<file path="src/rtl/snitch_icache_lookup_arbiter_if.sv">
// Bus bundle between the fetch requesters, the shared lookup pipeline and
// the flush controller. The arbiter uses the master view; the surrounding
// environment (requesters, lookup, flush source) uses the slave view.
interface snitch_icache_lookup_arbiter_if #(
  parameter int NR_REQ     = 4,
  parameter int FETCH_AW   = 48,
  parameter int LINE_WIDTH = 128,
  parameter int WAY_ALIGN  = 2
);
  localparam int IDW = (NR_REQ > 1) ? $clog2(NR_REQ) : 1;

  logic [NR_REQ*FETCH_AW-1:0] req_addr_i;
  logic [NR_REQ-1:0]          req_valid_i;
  logic [NR_REQ-1:0]          req_ready_o;
  logic [LINE_WIDTH-1:0]      rsp_data_o;
  logic                       rsp_hit_o;
  logic                       rsp_error_o;
  logic [WAY_ALIGN-1:0]       rsp_way_o;
  logic [NR_REQ-1:0]          rsp_valid_o;
  logic [NR_REQ-1:0]          rsp_ready_i;
  logic                       flush_valid_i;
  logic                       flush_ready_o;
  logic [FETCH_AW-1:0]        lk_addr_o;
  logic [IDW-1:0]             lk_id_o;
  logic                       lk_valid_o;
  logic                       lk_ready_i;
  logic [LINE_WIDTH-1:0]      lk_data_i;
  logic                       lk_hit_i;
  logic                       lk_error_i;
  logic [WAY_ALIGN-1:0]       lk_way_i;
  logic [IDW-1:0]             lk_id_i;
  logic                       lk_valid_i;
  logic                       lk_ready_o;
  logic                       lk_flush_valid_o;
  logic                       lk_flush_ready_i;

  modport master (
    input  req_addr_i, req_valid_i, rsp_ready_i, flush_valid_i, lk_ready_i,
           lk_data_i, lk_hit_i, lk_error_i, lk_way_i, lk_id_i, lk_valid_i,
           lk_flush_ready_i,
    output req_ready_o, rsp_data_o, rsp_hit_o, rsp_error_o, rsp_way_o,
           rsp_valid_o, flush_ready_o, lk_addr_o, lk_id_o, lk_valid_o,
           lk_ready_o, lk_flush_valid_o
  );

  modport slave (
    output req_addr_i, req_valid_i, rsp_ready_i, flush_valid_i, lk_ready_i,
           lk_data_i, lk_hit_i, lk_error_i, lk_way_i, lk_id_i, lk_valid_i,
           lk_flush_ready_i,
    input  req_ready_o, rsp_data_o, rsp_hit_o, rsp_error_o, rsp_way_o,
           rsp_valid_o, flush_ready_o, lk_addr_o, lk_id_o, lk_valid_o,
           lk_ready_o, lk_flush_valid_o
  );
endinterface

</file>
<file path="src/rtl/snitch_icache_lookup_arbiter.sv">
// Shares one serial icache lookup pipeline among NR_REQ fetch requesters.
// Round-robin grant with a lock that holds a stalled grant stable, requester
// index used as the lookup ID, responses routed back by ID, and a flush
// sequencer that drains in-flight lookups before handshaking the flush.
//
// state | meaning
// RUN   | normal arbitration
// DRAIN | no new grants, wait for lock release and zero in-flight lookups
// FLUSH | lookup flush request asserted, waiting for its ack
// ACK   | one-cycle flush ack to the requester of the flush
module snitch_icache_lookup_arbiter #(
  parameter int NR_REQ       = 4,
  parameter int FETCH_AW     = 48,
  parameter int LINE_WIDTH   = 128,
  parameter int WAY_ALIGN    = 2,
  parameter int MAX_INFLIGHT = 3
) (
  input logic clk_i,
  input logic rst_i,
  snitch_icache_lookup_arbiter_if.master bus
);
  localparam int IDW = (NR_REQ > 1) ? $clog2(NR_REQ) : 1;
  localparam int IFW = $clog2(MAX_INFLIGHT + 1);

  typedef enum logic [1:0] {RUN, DRAIN, FLUSH, ACK} state_e;

  state_e         state_q, state_d;
  logic [IDW-1:0] rr_q, rr_d, lock_idx_q, lock_idx_d, gnt_idx;
  logic           lock_q, lock_d, gnt_valid, req_hs, rsp_hs;
  logic [IFW-1:0] inflight_q, inflight_d;
  logic [FETCH_AW-1:0] gnt_addr;
  logic [NR_REQ-1:0]   req_ready, rsp_valid;
  logic           rsp_ready_sel, lk_flush_valid, flush_ready;

  function automatic logic [IDW-1:0] wrap_add(logic [IDW-1:0] a, int unsigned b);
    int unsigned s;
    s = int'(a) + b;
    if (s >= NR_REQ) s = s - NR_REQ;
    return IDW'(s);
  endfunction

  // Grant selection: a locked grant wins outright, otherwise the first valid
  // requester from rr_q upward (descending loop so the smallest offset wins).
  always_comb begin
    gnt_idx   = lock_idx_q;
    gnt_valid = lock_q;
    if (!lock_q) begin
      gnt_idx = '0;
      if (state_q == RUN && inflight_q < IFW'(MAX_INFLIGHT)) begin
        for (int k = NR_REQ - 1; k >= 0; k--) begin
          if (bus.req_valid_i[wrap_add(rr_q, k)]) begin
            gnt_valid = 1'b1;
            gnt_idx   = wrap_add(rr_q, k);
          end
        end
      end
    end
  end

  // Request mux and response demux, both purely combinational.
  always_comb begin
    gnt_addr      = '0;
    req_ready     = '0;
    rsp_valid     = '0;
    rsp_ready_sel = 1'b0;
    for (int i = 0; i < NR_REQ; i++) begin
      if (gnt_idx == IDW'(i)) gnt_addr = bus.req_addr_i[i*FETCH_AW +: FETCH_AW];
      if (gnt_valid && gnt_idx == IDW'(i)) req_ready[i] = bus.lk_ready_i;
      if (bus.lk_id_i == IDW'(i)) begin
        rsp_valid[i]  = bus.lk_valid_i;
        rsp_ready_sel = bus.rsp_ready_i[i];
      end
    end
  end

  assign req_hs = gnt_valid && bus.lk_ready_i;
  assign rsp_hs = bus.lk_valid_i && rsp_ready_sel;

  // Next-state logic for round-robin pointer, grant lock, in-flight count and
  // flush FSM. DRAIN looks at next-cycle values so the lookup flush starts
  // right after the last response handshake.
  always_comb begin
    rr_d           = rr_q;
    lock_d         = lock_q;
    lock_idx_d     = lock_idx_q;
    inflight_d     = inflight_q;
    state_d        = state_q;
    lk_flush_valid = 1'b0;
    flush_ready    = 1'b0;
    if (req_hs) begin
      rr_d   = wrap_add(gnt_idx, 1);
      lock_d = 1'b0;
    end else if (gnt_valid) begin
      lock_d     = 1'b1;
      lock_idx_d = gnt_idx;
    end
    if (req_hs && !rsp_hs)      inflight_d = inflight_q + 1'b1;
    else if (!req_hs && rsp_hs) inflight_d = inflight_q - 1'b1;
    case (state_q)
      RUN:   if (bus.flush_valid_i) state_d = DRAIN;
      DRAIN: if (!lock_d && inflight_d == '0) state_d = FLUSH;
      FLUSH: begin
        lk_flush_valid = 1'b1;
        if (bus.lk_flush_ready_i) state_d = ACK;
      end
      ACK: begin
        flush_ready = 1'b1;
        state_d     = RUN;
      end
      default: state_d = RUN;
    endcase
  end

  // State registers with synchronous reset.
  always_ff @(posedge clk_i) begin
    if (rst_i) begin
      state_q    <= RUN;
      rr_q       <= '0;
      lock_q     <= 1'b0;
      lock_idx_q <= '0;
      inflight_q <= '0;
    end else begin
      state_q    <= state_d;
      rr_q       <= rr_d;
      lock_q     <= lock_d;
      lock_idx_q <= lock_idx_d;
      inflight_q <= inflight_d;
    end
  end

  // Protocol checks: in-flight counter bounds and flush request held.
  always @(posedge clk_i) begin
    if (!rst_i) begin
      assert (!(req_hs && !rsp_hs && inflight_q == IFW'(MAX_INFLIGHT)));
      assert (!(rsp_hs && !req_hs && inflight_q == '0));
      assert (!((state_q == DRAIN || state_q == FLUSH) && !bus.flush_valid_i));
    end
  end

  assign bus.lk_valid_o       = gnt_valid;
  assign bus.lk_id_o          = gnt_idx;
  assign bus.lk_addr_o        = gnt_addr;
  assign bus.req_ready_o      = req_ready;
  assign bus.rsp_valid_o      = rsp_valid;
  assign bus.lk_ready_o       = rsp_ready_sel;
  assign bus.rsp_data_o       = bus.lk_data_i;
  assign bus.rsp_hit_o        = bus.lk_hit_i;
  assign bus.rsp_error_o      = bus.lk_error_i;
  assign bus.rsp_way_o        = bus.lk_way_i;
  assign bus.lk_flush_valid_o = lk_flush_valid;
  assign bus.flush_ready_o    = flush_ready;
endmodule
</file>
<file path="src/flat_wrapper.sv">
// flat-port wrapper written by rule: the top's interface ports become plain ports
module snitch_icache_lookup_arbiter_flat 
#(
  parameter int NR_REQ       = 4,
  parameter int FETCH_AW     = 48,
  parameter int LINE_WIDTH   = 128,
  parameter int WAY_ALIGN    = 2,
  parameter int MAX_INFLIGHT = 3
)
  (clk_i, rst_i, bus_req_addr_i, bus_req_valid_i, bus_rsp_ready_i, bus_flush_valid_i, bus_lk_ready_i, bus_lk_data_i, bus_lk_hit_i, bus_lk_error_i, bus_lk_way_i, bus_lk_id_i, bus_lk_valid_i, bus_lk_flush_ready_i, bus_req_ready_o, bus_rsp_data_o, bus_rsp_hit_o, bus_rsp_error_o, bus_rsp_way_o, bus_rsp_valid_o, bus_flush_ready_o, bus_lk_addr_o, bus_lk_id_o, bus_lk_valid_o, bus_lk_ready_o, bus_lk_flush_valid_o);
  snitch_icache_lookup_arbiter_if #(.NR_REQ(NR_REQ), .FETCH_AW(FETCH_AW), .LINE_WIDTH(LINE_WIDTH), .WAY_ALIGN(WAY_ALIGN)) bus_i ();
  input logic clk_i;
  input logic rst_i;
  input wire logic [$bits(bus_i.req_addr_i)-1:0] bus_req_addr_i;
  input wire logic [$bits(bus_i.req_valid_i)-1:0] bus_req_valid_i;
  input wire logic [$bits(bus_i.rsp_ready_i)-1:0] bus_rsp_ready_i;
  input wire logic [$bits(bus_i.flush_valid_i)-1:0] bus_flush_valid_i;
  input wire logic [$bits(bus_i.lk_ready_i)-1:0] bus_lk_ready_i;
  input wire logic [$bits(bus_i.lk_data_i)-1:0] bus_lk_data_i;
  input wire logic [$bits(bus_i.lk_hit_i)-1:0] bus_lk_hit_i;
  input wire logic [$bits(bus_i.lk_error_i)-1:0] bus_lk_error_i;
  input wire logic [$bits(bus_i.lk_way_i)-1:0] bus_lk_way_i;
  input wire logic [$bits(bus_i.lk_id_i)-1:0] bus_lk_id_i;
  input wire logic [$bits(bus_i.lk_valid_i)-1:0] bus_lk_valid_i;
  input wire logic [$bits(bus_i.lk_flush_ready_i)-1:0] bus_lk_flush_ready_i;
  output wire logic [$bits(bus_i.req_ready_o)-1:0] bus_req_ready_o;
  output wire logic [$bits(bus_i.rsp_data_o)-1:0] bus_rsp_data_o;
  output wire logic [$bits(bus_i.rsp_hit_o)-1:0] bus_rsp_hit_o;
  output wire logic [$bits(bus_i.rsp_error_o)-1:0] bus_rsp_error_o;
  output wire logic [$bits(bus_i.rsp_way_o)-1:0] bus_rsp_way_o;
  output wire logic [$bits(bus_i.rsp_valid_o)-1:0] bus_rsp_valid_o;
  output wire logic [$bits(bus_i.flush_ready_o)-1:0] bus_flush_ready_o;
  output wire logic [$bits(bus_i.lk_addr_o)-1:0] bus_lk_addr_o;
  output wire logic [$bits(bus_i.lk_id_o)-1:0] bus_lk_id_o;
  output wire logic [$bits(bus_i.lk_valid_o)-1:0] bus_lk_valid_o;
  output wire logic [$bits(bus_i.lk_ready_o)-1:0] bus_lk_ready_o;
  output wire logic [$bits(bus_i.lk_flush_valid_o)-1:0] bus_lk_flush_valid_o;
  assign bus_i.req_addr_i = bus_req_addr_i;
  assign bus_i.req_valid_i = bus_req_valid_i;
  assign bus_i.rsp_ready_i = bus_rsp_ready_i;
  assign bus_i.flush_valid_i = bus_flush_valid_i;
  assign bus_i.lk_ready_i = bus_lk_ready_i;
  assign bus_i.lk_data_i = bus_lk_data_i;
  assign bus_i.lk_hit_i = bus_lk_hit_i;
  assign bus_i.lk_error_i = bus_lk_error_i;
  assign bus_i.lk_way_i = bus_lk_way_i;
  assign bus_i.lk_id_i = bus_lk_id_i;
  assign bus_i.lk_valid_i = bus_lk_valid_i;
  assign bus_i.lk_flush_ready_i = bus_lk_flush_ready_i;
  assign bus_req_ready_o = bus_i.req_ready_o;
  assign bus_rsp_data_o = bus_i.rsp_data_o;
  assign bus_rsp_hit_o = bus_i.rsp_hit_o;
  assign bus_rsp_error_o = bus_i.rsp_error_o;
  assign bus_rsp_way_o = bus_i.rsp_way_o;
  assign bus_rsp_valid_o = bus_i.rsp_valid_o;
  assign bus_flush_ready_o = bus_i.flush_ready_o;
  assign bus_lk_addr_o = bus_i.lk_addr_o;
  assign bus_lk_id_o = bus_i.lk_id_o;
  assign bus_lk_valid_o = bus_i.lk_valid_o;
  assign bus_lk_ready_o = bus_i.lk_ready_o;
  assign bus_lk_flush_valid_o = bus_i.lk_flush_valid_o;
  snitch_icache_lookup_arbiter #(.NR_REQ(NR_REQ), .FETCH_AW(FETCH_AW), .LINE_WIDTH(LINE_WIDTH), .WAY_ALIGN(WAY_ALIGN), .MAX_INFLIGHT(MAX_INFLIGHT)) u_core (.clk_i(clk_i), .rst_i(rst_i), .bus(bus_i));
endmodule
</file>
<file path="config.mk">
export PLATFORM = sky130hd
export DESIGN_NAME = snitch_icache_lookup_arbiter_flat
export DESIGN_NICKNAME = d
export VERILOG_FILES = /design/src/rtl/snitch_icache_lookup_arbiter_if.sv /design/src/rtl/snitch_icache_lookup_arbiter.sv /design/src/flat_wrapper.sv
export SDC_FILE = /design/constraint.sdc
export NUM_CORES = 1
export LEC_CHECK = 0
export ABC_AREA = 1
export BUFFER_PORTS_ARGS = -buffer_cell sky130_fd_sc_hd__clkbuf_2
export CORE_AREA = 2 2 209 211
export CTS_BUF_LIST = sky130_fd_sc_hd__clkbuf_8
export CTS_CLUSTER_SIZE = 12
export DETAILED_ROUTE_END_ITERATION = 10
export DIE_AREA = 0 0 211 213
export PLACE_DENSITY_LB_ADDON = 0.3
export SYNTH_ARGS = -nofsm -noshare
export SYNTH_HDL_FRONTEND = slang
export SYNTH_SLANG_ARGS = --single-unit
</file>
<file path="constraint.sdc">
create_clock -name clk_i -period 3.7 [get_ports clk_i]
set_input_delay 0.185 -clock clk_i [delete_from_list [all_inputs] [get_ports clk_i]]
set_output_delay 0.185 -clock clk_i [all_outputs]
set_load 0.01 [all_outputs]
</file>
==> results.cfg, run 1 <==
[yosys]
seq_area_frac_synth_pct = 5.744
synth_nets = 847
synth_warnings = 0
yosys.area.top_type = buf_4
synth_commonest_cells = 132 x buf_4, 82 x nand2_1, 65 x nor2_1
synth_edf_count = 0
ys_ff_latch = 9
yosysMostFrequentCell = buf_4
netlist_area_um2 = 3137
ys_types = 25
ys.flop_type = dfxtp_1
syn_area_per_cell_um2 = 6.299
netlist_instances = 498
synth.area.top_cells = buf_4 32%, a221oi_1 13%, o31ai_1 11%
synthArstFlopShare_pct = 0
yosysTopAreaCellShare_pct = 31.59

[critical_path]
path_max_fanout = 31
cp_slowest_stage_delay_ns = 0.43
path_cells = inv_2, nand2_1, nand2_2, nand2_4, nand2_4, a21oi_1, nor3_1, o21ai_0, o21ai_2, inv_1, ha_2, buf_4, a221oi_2, o31ai_1, clkbuf_2
start_kind = flop
worstPathArrival_ns = 3.15
endpoint_kind = output port
critical_path_class = reg -> out
r2r_start = u_core.rr_q[0]
r2r_cells = 17
r2r_slack_ns = 1.59
cp_num_cells = 15
rr_endpoint = u_core.state_q[0]
critPathBufInv = 4
required_ns = 3.51
cp_common_cell = nand2_4
path_delay_family = compound AO/OA/AOI/OAI gates
crit_slowest_cell = dfxtp_1

[cts]
clkLatencyLatePin_ns = 0.23
cts_hold_buffers = 0
post_cts.repair.setup_buffers = 0
clockBufferDepth = 2
root_buffer = clkbuf_8
cts_buffers = 3
cts.sinks = 9
h-tree-depth = 1
cts_resized = 0
cts.clk_slew.worst_paths_ns = 0.05
cts_tree = done

[timing]
period_minus_slack_ns = 3.339
fin_crit_sh_pct = 90.24
fin_worst_skew_ns = 0.001951
finalSetupViolations = 0
fmax_mhz = 299.5
layout_setup_ws_ns = 0.3612
rsz0062_at_grt = no
hold_violations = 0
worst_pin_slew_ns = 0.7401
finalMaxSlewViolations = 0
relSlewSlack_pct = 50.66
fin_tns_setup_ns = 0
whs_ns = 0.2111

[floorplanning]
ioPinCount = 534
fp.dieW_um = 211
initial_core_util_pct = 7.347
core-area_um2 = 42700
dieArea_um2 = 44940
rows = 76
die_h_um = 213

[outcome]
status = complete, no violations

[place]
hpwl_um = 14140
place.gp.congestion = 0.7225
dpl.cell_count = 1161
placed_area_um2 = 4220
io_buffers = 269
place_ws_ns = 0.2830

[route]
wire_per_inst_um = 14.63
vias_per_cell = 3.263
drc = 0
dr_total_vias = 3801
wl_um = 17050
dr.pass1.iters = 6
drt_iter0_drc = 211
detail-route-antenna-nets = 0

[finish]
syn_to_final_growth_pct = 36.62
drive_above_1_share_pct = 49.92
regArea_um2 = 180.2
fin_nets = 969
fillers = 5030
n_antenna_cell = 0
postLayoutCoreUtil_pct = 10.04
final_area_um2 = 4285
fin_cells = 1165
multiInputGateArea_um2 = 1787

[global_route]
antenna_found_initial = 1
grt_first_pass_wirelength_um = 22230
grt_use_total_pct = 6.688
overflow = 0
grt_max_degree = 63
grt_pass1_vias = 3499

[hold_path]
hold_depth = 2
holdPathEnd = u_core.inflight_q[1]
hp-start = rst_i
hold_class = in -> reg

[power_and_ir_drop]
power.total_mw = 4.862
ir_worst_vdd_mv = 0.6152
p_sw_mw = 2.860
p_leak_nw = 1.995
clkPwrFrac_pct = 2.3
seqPwrFrac_pct = 3.5
cell_internal_pwr_mw = 2.002
swShare_pct = 58.83
pwr-share-comb_pct = 94.2
power_density_nw_per_um2 = 1135

[run]
drv_cap = 0
[cell usage in the layout (no fill, tap or decap), types with 7 or more instances in the layout]
| cell | netlist | routed |
|---|---|---|
| nand3_1 | 8 | 8 |
| a221oi_1 | 48 | 47 |
| a21oi_1 | 8 | 8 |
| inv_1 | 25 | 25 |
| buf_4 | 132 | 7 |
| o31ai_1 | 48 | 48 |
| nand2_1 | 82 | 82 |
| nor2_1 | 65 | 64 |
| nand2_2 | 7 | 7 |
| clkbuf_2 | 0 | 269 |
| dfxtp_1 | 9 | 9 |
[power groups by stage]
| stage | logic (mW) | registers [mW] | clock network [mW] |
|---|---|---|---|
| 2_1_floorplan | 2.76 | 0.164 | 0 |
| 3_3_place_gp | 4.64 | 0.171 | 0 |
| 3_5_place_dp | 4.65 | 0.173 | 0 |
| 4_1_cts | 4.67 | 0.170 | 0.116 |
| 5_1_grt | 5.06 | 0.178 | 0.125 |
| 6_report | 4.58 | 0.171 | 0.113 |
[registers in the layout, indices dropped and copies added (netlist names)]
name / flops
u_core.rr_q: 2
u_core.lock_q: 1
u_core.lock_idx_q: 2
u_core.state_q: 2
u_core.inflight_q: 2
[layout make-up]
type	count	share of cell area [%]
clock buffers	3	0.9635
clock inverters	1	0.08759
inverters	26	2.336
multi-input cells	299	41.69
flip-flops and latches	9	4.204
well taps	546	15.94
repair buffers	281	34.77
[worst max-delay path by stage]
stage	end	from	slack [ns]
after floorplan	bus_lk_addr_o[11]	u_core.rr_q[0]	0.60
after global placement	bus_lk_addr_o[10]	u_core.rr_q[0]	0.38
after detailed placement	bus_lk_addr_o[10]	u_core.rr_q[0]	0.28
after CTS	bus_lk_addr_o[10]	u_core.rr_q[0]	0.02
after global routing	bus_lk_addr_o[10]	u_core.rr_q[0]	0.008
final	bus_lk_addr_o[10]	u_core.rr_q[0]	0.36
[routing by layer]
metal	global-route usage (%)	wire length (um)	up-vias
met5	0	13	-
met4	3.035	801	2
met3	2.956	1986	70
met2	11.25	7850	249
met1	7.241	6397	1648
li1	-	-	1832
[kinds of logic (layout without fill, tap and decap cells)]
kind of cell / after synthesis / count (layout) / synth area share [%]
fa+ha+maj: 9 / 9 / 3.590
simple gates: 172 / 172 / 23.14
compound gates: 118 / 118 / 29.00
flops: 9 / 9 / 5.744
buf+inv: 190 / 311 / 38.53
Note: power is estimated with default switching activity, not from simulation.
==> inputs of run 2 (changes only) <==
==> constraint.sdc (replaced) <==
create_clock -name clk_i -period 3.5 [get_ports clk_i]
set_input_delay 0.175 -clock clk_i [delete_from_list [all_inputs] [get_ports clk_i]]
set_output_delay 0.175 -clock clk_i [all_outputs]
set_load 0.01 [all_outputs]
==> run 2 against run 1 <==
Sequential power up 6%. Register-to-register slack worse by 0.21 ns. Cell area up 1.0%. Via count up 2.6%. Total power up 7.6%. Critical path type unchanged. Clock skew down 0.0010 ns. Critical path depth unchanged. Global-route usage up 0.23 points. Worst hold slack worse by 0.015 ns. Clock power up 5%. Sequential cell count unchanged. Cell count up 0.34%.
==> results.cfg, run 2 (same netlist as run 1, synthesis figures left out) <==
[outcome]
status = complete, no violations

[cts]
clockBufferDepth = 2
h-tree-depth = 1
cts_buffers = 3
cts.clk_slew.worst_paths_ns = 0.05
post_cts.repair.setup_buffers = 0
root_buffer = clkbuf_8
clkLatencyLatePin_ns = 0.23
cts.sinks = 9
cts_tree = done

[timing]
finalSetupViolations = 0
relSlewSlack_pct = 53.40
fin_worst_skew_ns = 0.0009302
worst_pin_slew_ns = 0.6991
whs_ns = 0.1965
hold_violations = 0
fin_crit_sh_pct = 91.97
finalMaxSlewViolations = 0
fin_tns_setup_ns = 0
fmax_mhz = 310.7
period_minus_slack_ns = 3.219
layout_setup_ws_ns = 0.2812

[place]
place_ws_ns = 0.3408
dpl.cell_count = 1164
hpwl_um = 14820
io_buffers = 269
place.gp.congestion = 0.6985

[power_and_ir_drop]
cell_internal_pwr_mw = 2.175
p_leak_nw = 2.018
ir_worst_vdd_mv = 0.5338
pwr-share-comb_pct = 94.3
swShare_pct = 58.43
p_sw_mw = 3.057
seqPwrFrac_pct = 3.5
power.total_mw = 5.231
power_density_nw_per_um2 = 1208
clkPwrFrac_pct = 2.3

[finish]
layout_common_cells = 269 x clkbuf_2, 82 x nand2_1, 64 x nor2_1, 46 x a221oi_1, 45 x o31ai_1
drive_above_1_share_pct = 50.64
syn_to_final_growth_pct = 38.01
fin_cells = 1169
fin_nets = 972
layout_commonest_cell = clkbuf_2

[critical_path]
path_max_fanout = 54
endpoint_kind = output port
critical_path_class = reg -> out
start_kind = flop
worstPathArrival_ns = 3.04
required_ns = 3.32

[hold_path]
hold_class = in -> reg

[floorplanning]
initial_core_util_pct = 7.347
ioPinCount = 534
dieArea_um2 = 44940
fp.dieW_um = 211
core-area_um2 = 42700
die_h_um = 213
rows = 76

[global_route]
overflow = 0
grt_use_total_pct = 6.923
grt_first_pass_wirelength_um = 22800
antenna_found_initial = 2
grt_max_degree = 55
grt_pass1_vias = 3531

[route]
dr_total_vias = 3900
detail-route-antenna-nets = 0
drt_iter0_drc = 140
dr.pass1.iters = 4
drc = 0
wl_um = 17490
wire_per_inst_um = 14.96
vias_per_cell = 3.336

[run]
drv_cap = 0
## run 2: cell types whose count changed in the layout (fill, tap and decap cells not counted), sizes merged
cell / before / now
buf: 12 / 15
diode: 0 / 1
## run 2: metrics by stage
step,utilization [%],area [um2]
5_1_grt,10.14,4329
3_5_place_dp,9.937,4243
2_1_floorplan,-,3137
6_report,10.14,4329
3_3_place_gp,9.937,4243
4_1_cts,10.04,4288
## run 2: worst paths after layout
kind | slack (ns) | end | depth (start not counted) | startpoint
min reg2reg | 0.52 | u_core.inflight_q[1] | 2 | u_core.inflight_q[1]
min | 0.20 | u_core.inflight_q[1] | 2 | rst_i
max reg2reg | 1.38 | u_core.state_q[1] | 17 | u_core.rr_q[0]
max | 0.28 | bus_lk_addr_o[10] | 15 | u_core.rr_q[0]
## run 2: cell type report
type / count / area [um2]
Antenna cell: 1 / 2.502
Clock buffer: 3 / 41.29
Clock inverter: 1 / 3.754
Fill cell: 5030 / 38370
Inverter: 26 / 97.59
Multi-Input combinational cell: 299 / 1804
Sequential cell: 9 / 180.2
Tap cell: 546 / 683.2
Timing Repair Buffer: 284 / 1516
## run 2: layer usage
layer  global-route usage (%)  routed length [um]  part of all wire [%]
met5                        0                   0                     0
met4                    3.230                 853                   4.9
met3                    2.515                1924                    11
met2                    11.40                8059                    46
met1                    7.987                6652                    38
## run 2: what timing repair did
item,CTS,global route
endpoints found under the setup margin,0,48
endpoints found under the hold margin,0,0
hold buffers,0,0
resized for setup,0,9
## run 2: power groups by stage
stage	sequential, mW	combinational (mW)	clock (mW)
after floorplan	0.174	2.92	0
after global placement	0.180	4.93	0
after detailed placement	0.182	4.95	0
after CTS	0.180	4.96	0.125
after global routing	0.187	5.44	0.129
final	0.181	4.93	0.119
## run 2: critical path, cell delays in order (launching register included)
cell and delay, ns:
dfxtp_1 0.42, inv_2 0.13, nand2_1 0.08, nand2_1 0.08, nand2_1 0.10, a21boi_0 0.19, o21ai_0 0.11, nand2_1 0.07
nand3_1 0.06, o21ai_0 0.11, buf_4 0.18, ha_4 0.58, buf_4 0.27, nand2_1 0.11, o31ai_1 0.09, clkbuf_2 0.18
